[src/rtl/bcd_converter_seq.sv]
// Multi-cycle binary-to-BCD converter (shift-and-add-3, one input bit per clock)
// with valid/ready handshakes on both sides and optional sign+magnitude input.
module bcd_converter_seq #(
  parameter int unsigned IN_WIDTH = 10,
  parameter int unsigned DIGITS   = 4,
  parameter bit          SIGNED   = 1'b1
) (
  input  logic                  clock,
  input  logic                  reset,
  input  logic                  in_valid,
  output logic                  in_ready,
  input  logic [IN_WIDTH-1:0]   in_data,
  output logic                  out_valid,
  input  logic                  out_ready,
  output logic [4*DIGITS-1:0]   bcd,
  output logic                  negative,
  output logic                  overflow
);

  localparam int unsigned BCD_W = 4 * DIGITS;
  localparam int unsigned CNT_W = (IN_WIDTH > 2) ? $clog2(IN_WIDTH) : 1;

  localparam logic [1:0] S_IDLE    = 2'd0;
  localparam logic [1:0] S_CONVERT = 2'd1;
  localparam logic [1:0] S_DONE    = 2'd2;

  logic [1:0]          state_q,     state_d;
  logic [IN_WIDTH-1:0] mag_q,       mag_d;
  logic [BCD_W-1:0]    acc_q,       acc_d;
  logic [CNT_W-1:0]    cnt_q,       cnt_d;
  logic [BCD_W-1:0]    bcd_q,       bcd_d;
  logic                negative_q,  negative_d;
  logic                overflow_q,  overflow_d;
  logic                out_valid_q, out_valid_d;

  logic                accept;
  logic                in_neg;
  logic [IN_WIDTH-1:0] in_mag;
  logic [BCD_W-1:0]    acc_adj;
  logic [BCD_W-1:0]    acc_next;
  logic [IN_WIDTH-1:0] mag_next;
  logic                carry_out;

  assign in_ready = (state_q == S_IDLE) | ((state_q == S_DONE) & out_ready);
  assign accept   = in_valid & in_ready;

  // Two's complement magnitude; the most negative input maps to 2**(IN_WIDTH-1).
  assign in_neg = SIGNED && in_data[IN_WIDTH-1];
  assign in_mag = in_neg ? ~(in_data - IN_WIDTH'(1)) : in_data;

  // One double-dabble step: add 3 to every digit >= 5, then shift {acc, mag} left.
  always_comb begin
    acc_adj = acc_q;
    for (int unsigned i = 0; i < DIGITS; i++) begin
      if (acc_q[4*i +: 4] >= 4'd5) begin
        acc_adj[4*i +: 4] = acc_q[4*i +: 4] + 4'd3;
      end
    end
    carry_out = acc_adj[BCD_W-1];
    acc_next  = {acc_adj[BCD_W-2:0], mag_q[IN_WIDTH-1]};
    mag_next  = {mag_q[IN_WIDTH-2:0], 1'b0};
  end

  always_comb begin
    state_d     = state_q;
    mag_d       = mag_q;
    acc_d       = acc_q;
    cnt_d       = cnt_q;
    bcd_d       = bcd_q;
    negative_d  = negative_q;
    overflow_d  = overflow_q;
    out_valid_d = out_valid_q;

    case (state_q)
      S_IDLE: begin
      end
      S_CONVERT: begin
        acc_d      = acc_next;
        mag_d      = mag_next;
        overflow_d = overflow_q | carry_out;
        cnt_d      = cnt_q - CNT_W'(1);
        if (cnt_q == '0) begin
          state_d     = S_DONE;
          bcd_d       = acc_next;
          out_valid_d = 1'b1;
        end
      end
      S_DONE: begin
        if (out_ready) begin
          state_d     = S_IDLE;
          out_valid_d = 1'b0;
        end
      end
      default: begin
        state_d     = S_IDLE;
        out_valid_d = 1'b0;
      end
    endcase

    // Accept is only possible from IDLE or from DONE while the result is consumed.
    if (accept) begin
      state_d    = S_CONVERT;
      mag_d      = in_mag;
      acc_d      = '0;
      cnt_d      = CNT_W'(IN_WIDTH - 1);
      negative_d = in_neg;
      overflow_d = 1'b0;
    end
  end

  always_ff @(posedge clock) begin
    if (reset) begin
      state_q     <= S_IDLE;
      mag_q       <= '0;
      acc_q       <= '0;
      cnt_q       <= '0;
      bcd_q       <= '0;
      negative_q  <= 1'b0;
      overflow_q  <= 1'b0;
      out_valid_q <= 1'b0;
    end else begin
      state_q     <= state_d;
      mag_q       <= mag_d;
      acc_q       <= acc_d;
      cnt_q       <= cnt_d;
      bcd_q       <= bcd_d;
      negative_q  <= negative_d;
      overflow_q  <= overflow_d;
      out_valid_q <= out_valid_d;
    end
  end

  assign out_valid = out_valid_q;
  assign bcd       = bcd_q;
  assign negative  = negative_q;
  assign overflow  = overflow_q;

endmodule
[config.mk]
export PLATFORM = sky130hd
export DESIGN_NAME = bcd_converter_seq
export DESIGN_NICKNAME = d
export VERILOG_FILES = /design/src/rtl/bcd_converter_seq.sv
export SDC_FILE = /design/constraint.sdc
export NUM_CORES = 1
export LEC_CHECK = 0
export BUFFER_PORTS_ARGS = -buffer_cell sky130_fd_sc_hd__buf_2
export CORE_MARGIN = 5
export CORE_UTILIZATION = 50
export DETAILED_ROUTE_END_ITERATION = 8
export GPL_ROUTABILITY_DRIVEN = 0
export HOLD_SLACK_MARGIN = 0.08
export PLACE_DENSITY_LB_ADDON = 0.25
export SETUP_SLACK_MARGIN = 0.2
export SLEW_MARGIN = 25
export SYNTH_ARGS = -nofsm -noshare
export SYNTH_HDL_FRONTEND = slang
export SYNTH_SLANG_ARGS = --single-unit
[constraint.sdc]
create_clock -name clock -period 2.4 [get_ports clock]
set_clock_uncertainty 0.2 [all_clocks]
set_input_delay 0.12 -clock clock [delete_from_list [all_inputs] [get_ports clock]]
set_output_delay 0.12 -clock clock [all_outputs]
set_load 0.01 [all_outputs]
Word-level counts from Yosys, hierarchy flattened
Index checks and enable logic that the tools add are counted.

Add/sub/neg operators: 6. Magnitude comparators: 4. Equality and inequality tests: 7. Muxes and demuxes: 16. Bitwise logic cells: 6. Reduce and logical (&&, ||, !) cells: 7.

Operator list (number): $mux 10 (3); $mux 4 (6); $add 4x2->4 const B (4); $ge 4x3->1 const B (4); $not 10->10 (1); $sub 10x1->10 const B (1); $ne 2x2->1 const B (3); $ne 3x3->1 const B (2); $pmux 2 s3 (1); $reduce_and 3->1 (2); $logic_not 4->1 (1); $mux 2 (2); $sub 4x1->4 const B (1); $mux 1 (3); $pmux 1 s3 (1); $and 1x1->1 (2); $eq 2x1->1 const B (1); $eq 2x2->1 const B (1); $logic_not 2->1 (1); $or 1x1->1 (2); $reduce_and 2->1 (1); $reduce_bool 2->1 (1); $reduce_or 2->1 (1); $not 1->1 (1).

Register bits after elaboration: 51. Input port bits: 14. Output and inout bits: 20. Logic and storage cells: 56.

Logic depth before layout (Yosys ltp)
Word-level depth: 6. Gate-level depth with buffers: 7. Gate-level depth less buffers: 6.

Least setup slack after synthesis
OpenSTA, ideal clock, no wires.

Kind: flip-flop to flip-flop. Start point: register cnt_q[0]. End point: register bcd_q[1], in the netlist bcd[1]. Setup time: 69 ps. Arrival: 1468 ps. Required time: 2131 ps. Path slack: 663 ps. Cell stages (with the launch flop): 7. Buffers on the path: 1. Clock period less this slack: 1737 ps. Path through: dfxtp_1 inv_1 ha_1 or3b_4 or3_1 buf_2 o21ai_1.

Word-level cells in the longest chain between the ends: 2.

Ends and longest elaborated chain: from (decl) (line 30) `logic [CNT_W-1:0] cnt_q, cnt_d;`; from (signal assigned) (line 125) `cnt_q <= cnt_d;`; $logic_not 4->1 (line 82) `if (cnt_q == '0) begin`; $reduce_and 2->1 (no line); to (signal assigned) (line 117) `bcd_q <= '0;`; to (signal assigned) (line 126) `bcd_q <= bcd_d;`; to (decl) (line 31) `logic [BCD_W-1:0] bcd_q, bcd_d;`.

No other way between the ends. A chain may end at the register's enable or synchronous reset.

Worst setup path in the final report
Start point: input port out_ready. End point: register acc_q[9].

Word-level cells in the longest chain between the ends: 4.

Ends and longest elaborated chain: from (decl) (line 14) `input logic out_ready,`; $and 1x1->1 (line 44) `assign in_ready = (state_q == S_IDLE) | ((state_q == S_DONE) & out_ready);`; $or 1x1->1 (line 44); $and 1x1->1 (line 45) `assign accept = in_valid & in_ready;`; $reduce_or 2->1 (no line); to (signal assigned) (line 115) `acc_q <= '0;`; to (signal assigned) (line 124) `acc_q <= acc_d;`; to (decl) (line 29) `logic [BCD_W-1:0] acc_q, acc_d;`.

No other way between the ends.

==> flow_summary.ini <==
[run_status]
status = complete, no violations

[clocking]
numCtsBuffers = 5
cts_tree = built
clock-sinks = 51
cts_resized = 0
insertion_delay_ns = 0.30
cts.htree.levels = 2
cts.clk_slew.worst_paths_ns = 0.09
root_buffer = clkbuf_8
clock_path_buffers = 2

[drt]
first_pass_iters = 4
via_per_inst = 5.48
final_antenna_net_count = 0
post_drt_wl_per_cell_um = 14.2
drtIter0Drc = 163
drcViolationCount = 0
drt_wl_total_um = 5630
vias = 2175

[power]
leakagePower_nw = 1.12
vdd_drop_max_mv = 0.324
power_density_mw_per_mm2 = 590
power_mw = 1.71

[critical_path]
end_kind = flip-flop
criticalPathCategory = in -> reg
required_ns = 2.42
arrival_ns = 1.99
cp_max_fo = 13
start_kind = input port

[die]
start_util = 0.523
io_pins = 34
die_w_um = 80.8
std_cell_rows = 25
die_y_um = 80.8
die-area_mm2 = 0.00653
core_mm2 = 0.00479

[synth]
yosys-top-cells-area = dfxtp_1, nand2_1, ha_1
synth_ff_type = dfxtp_1
syn_inst = 292
synth_top_family_by_area = simple AND/OR/NAND/NOR gates
synth_edf_count = 0
synthArstFlopShare = 0
synthXorXnorAreaFrac = 0.0455
synth.top_cell.area_share = 0.408
avgSynthCellArea_um2 = 8.58
syn_nets = 316
synth_cell_type_count = 41
synth-seq-area-share = 0.408
synth_fa_ha_area_frac = 0.0500
ys_warn_count = 0
synth_area_mm2 = 0.00250
yosys.area_share.simple = 0.211
synth_compound_area_frac = 0.207
synth_top_cell_by_area = dfxtp_1
muxShareOfSynthArea = 0.0270
synth_seq_cells = 51

[cells_and_area]
drive_above_1_share = 0.185
num-fill-cells = 431
finish.instance_area_mm2 = 0.00290
layout.cells.non_filler = 397
final_cell_mix = dfxtp_1, nand2_1, buf_2, nor2_1, a21oi_1
postLayoutCoreUtil = 0.606
layout.cells.most_common = dfxtp_1
num_antenna_cells = 0
nets = 355
synthToLayoutAreaGrowth_pct = 15.7

[placement]
place_inst = 380
post_dp_cell_area_mm2 = 0.00272
io_buffers = 33
dp_hpwl_um = 3820
post-place-ws_ns = 0.464

[timing]
fmax_mhz = 508
finalHoldViolCount = 0
relSlewSlack = 0.583
finalHoldWorstSlack_ns = 0.126
fin_ws_ns = 0.430
final.min_clock_period_ns = 1.97
rsz0062_at_grt = false
tns_ns = 0
layout_worst_path_cycle_share = 0.821
maxSlewViolCount = 0
setup_violations = 0
worst_pin_slew_ns = 0.626

[min_path]
hp-class = in -> reg

[global_route]
grt_use_met3 = 0.0477
grt_overflow = 0
grt_max_degree = 36
grt_use_met1 = 0.246
grt_usage = 0.183
grt.busiest_layer = met2
grt_pass1_wl_um = 9360
antenna_found_initial = 0
grtUsageMet2 = 0.295
grt_pass1_vias = 2002

[job]
maxCapViolCount = 0
==> Yosys cell counts, types with 6 or more instances <==
master / instances
a211oi_1: 11
a21oi_1: 18
buf_2: 12
clkbuf_1: 6
dfxtp_1: 51
ha_1: 10
inv_1: 13
mux2_2: 6
nand2_1: 39
nand2b_1: 7
nand3b_1: 8
nor2_1: 20
o21ai_0: 8
o21ai_1: 8
o22ai_1: 8
xnor2_1: 6
xor2_1: 7
==> worst max-delay path, cell delays in order <==
cell and delay, ns:
dlygate4sd3_1 0.53, buf_2 0.13, or2b_1 0.26, and2_4 0.20, or3_1 0.55, o22ai_1 0.20
==> logic make-up after synthesis <==
group	after synthesis
AO/OA/AOI/OAI	78
adder cells (fa/ha/maj)	10
multiplexers	6
XOR/XNOR	13
AND/OR/NAND/NOR	103
flip-flops	51
buffers and inverters	31
==> area by class of cell <==
cell class / count / area (um2) / area share
multi-input combinational: 210 / 1350 / 0.467
tap: 67 / 83.8 / 0.0289
inverter: 13 / 48.8 / 0.0168
clock buffer: 6 / 72.6 / 0.0250
timing repair buffer: 50 / 320 / 0.110
sequential: 51 / 1020 / 0.352
==> sequential cells by signal, indices dropped and copies added (netlist names) <==
signal / cells
bcd: 16
cnt_q: 4
state_q: 2
overflow: 1
out_valid: 1
acc_q: 16
mag_q: 10
negative: 1
==> final timing paths <==
kind	startpoint	to	slack, ns	cells after the start
max	out_ready	acc_q[9]	0.43	6
min	reset	state_q[1]	0.13	2
max reg2reg	cnt_q[0]	bcd[11]	0.47	6
min reg2reg	out_valid	out_valid	0.26	2
==> power breakdown <==
| part | total [mW] | internal, mW | switching [mW] | leakage [nW] |
|---|---|---|---|---|
| Sequential | 0.925 | 0.893 | 0.0323 | 0.415 |
| Clock | 0.451 | 0.195 | 0.256 | 0.0371 |
| Combinational | 0.333 | 0.141 | 0.192 | 0.669 |
| Total | 1.71 | 1.23 | 0.481 | 1.12 |
==> routing by layer <==
layer / vias to the layer above / wire [um]
met1: 1036 / 2810
met5: - / 0
met3: 6 / 190
met4: 0 / 42
met2: 29 / 2580
li1: 1104 / -
==> what timing repair did <==
item	in CTS	in global routing
buffers inserted	0	0
hold endpoints to repair	13	0
hold buffers	11	0
endpoints found under the setup margin	0	0
(Power assumes the default switching activity.)
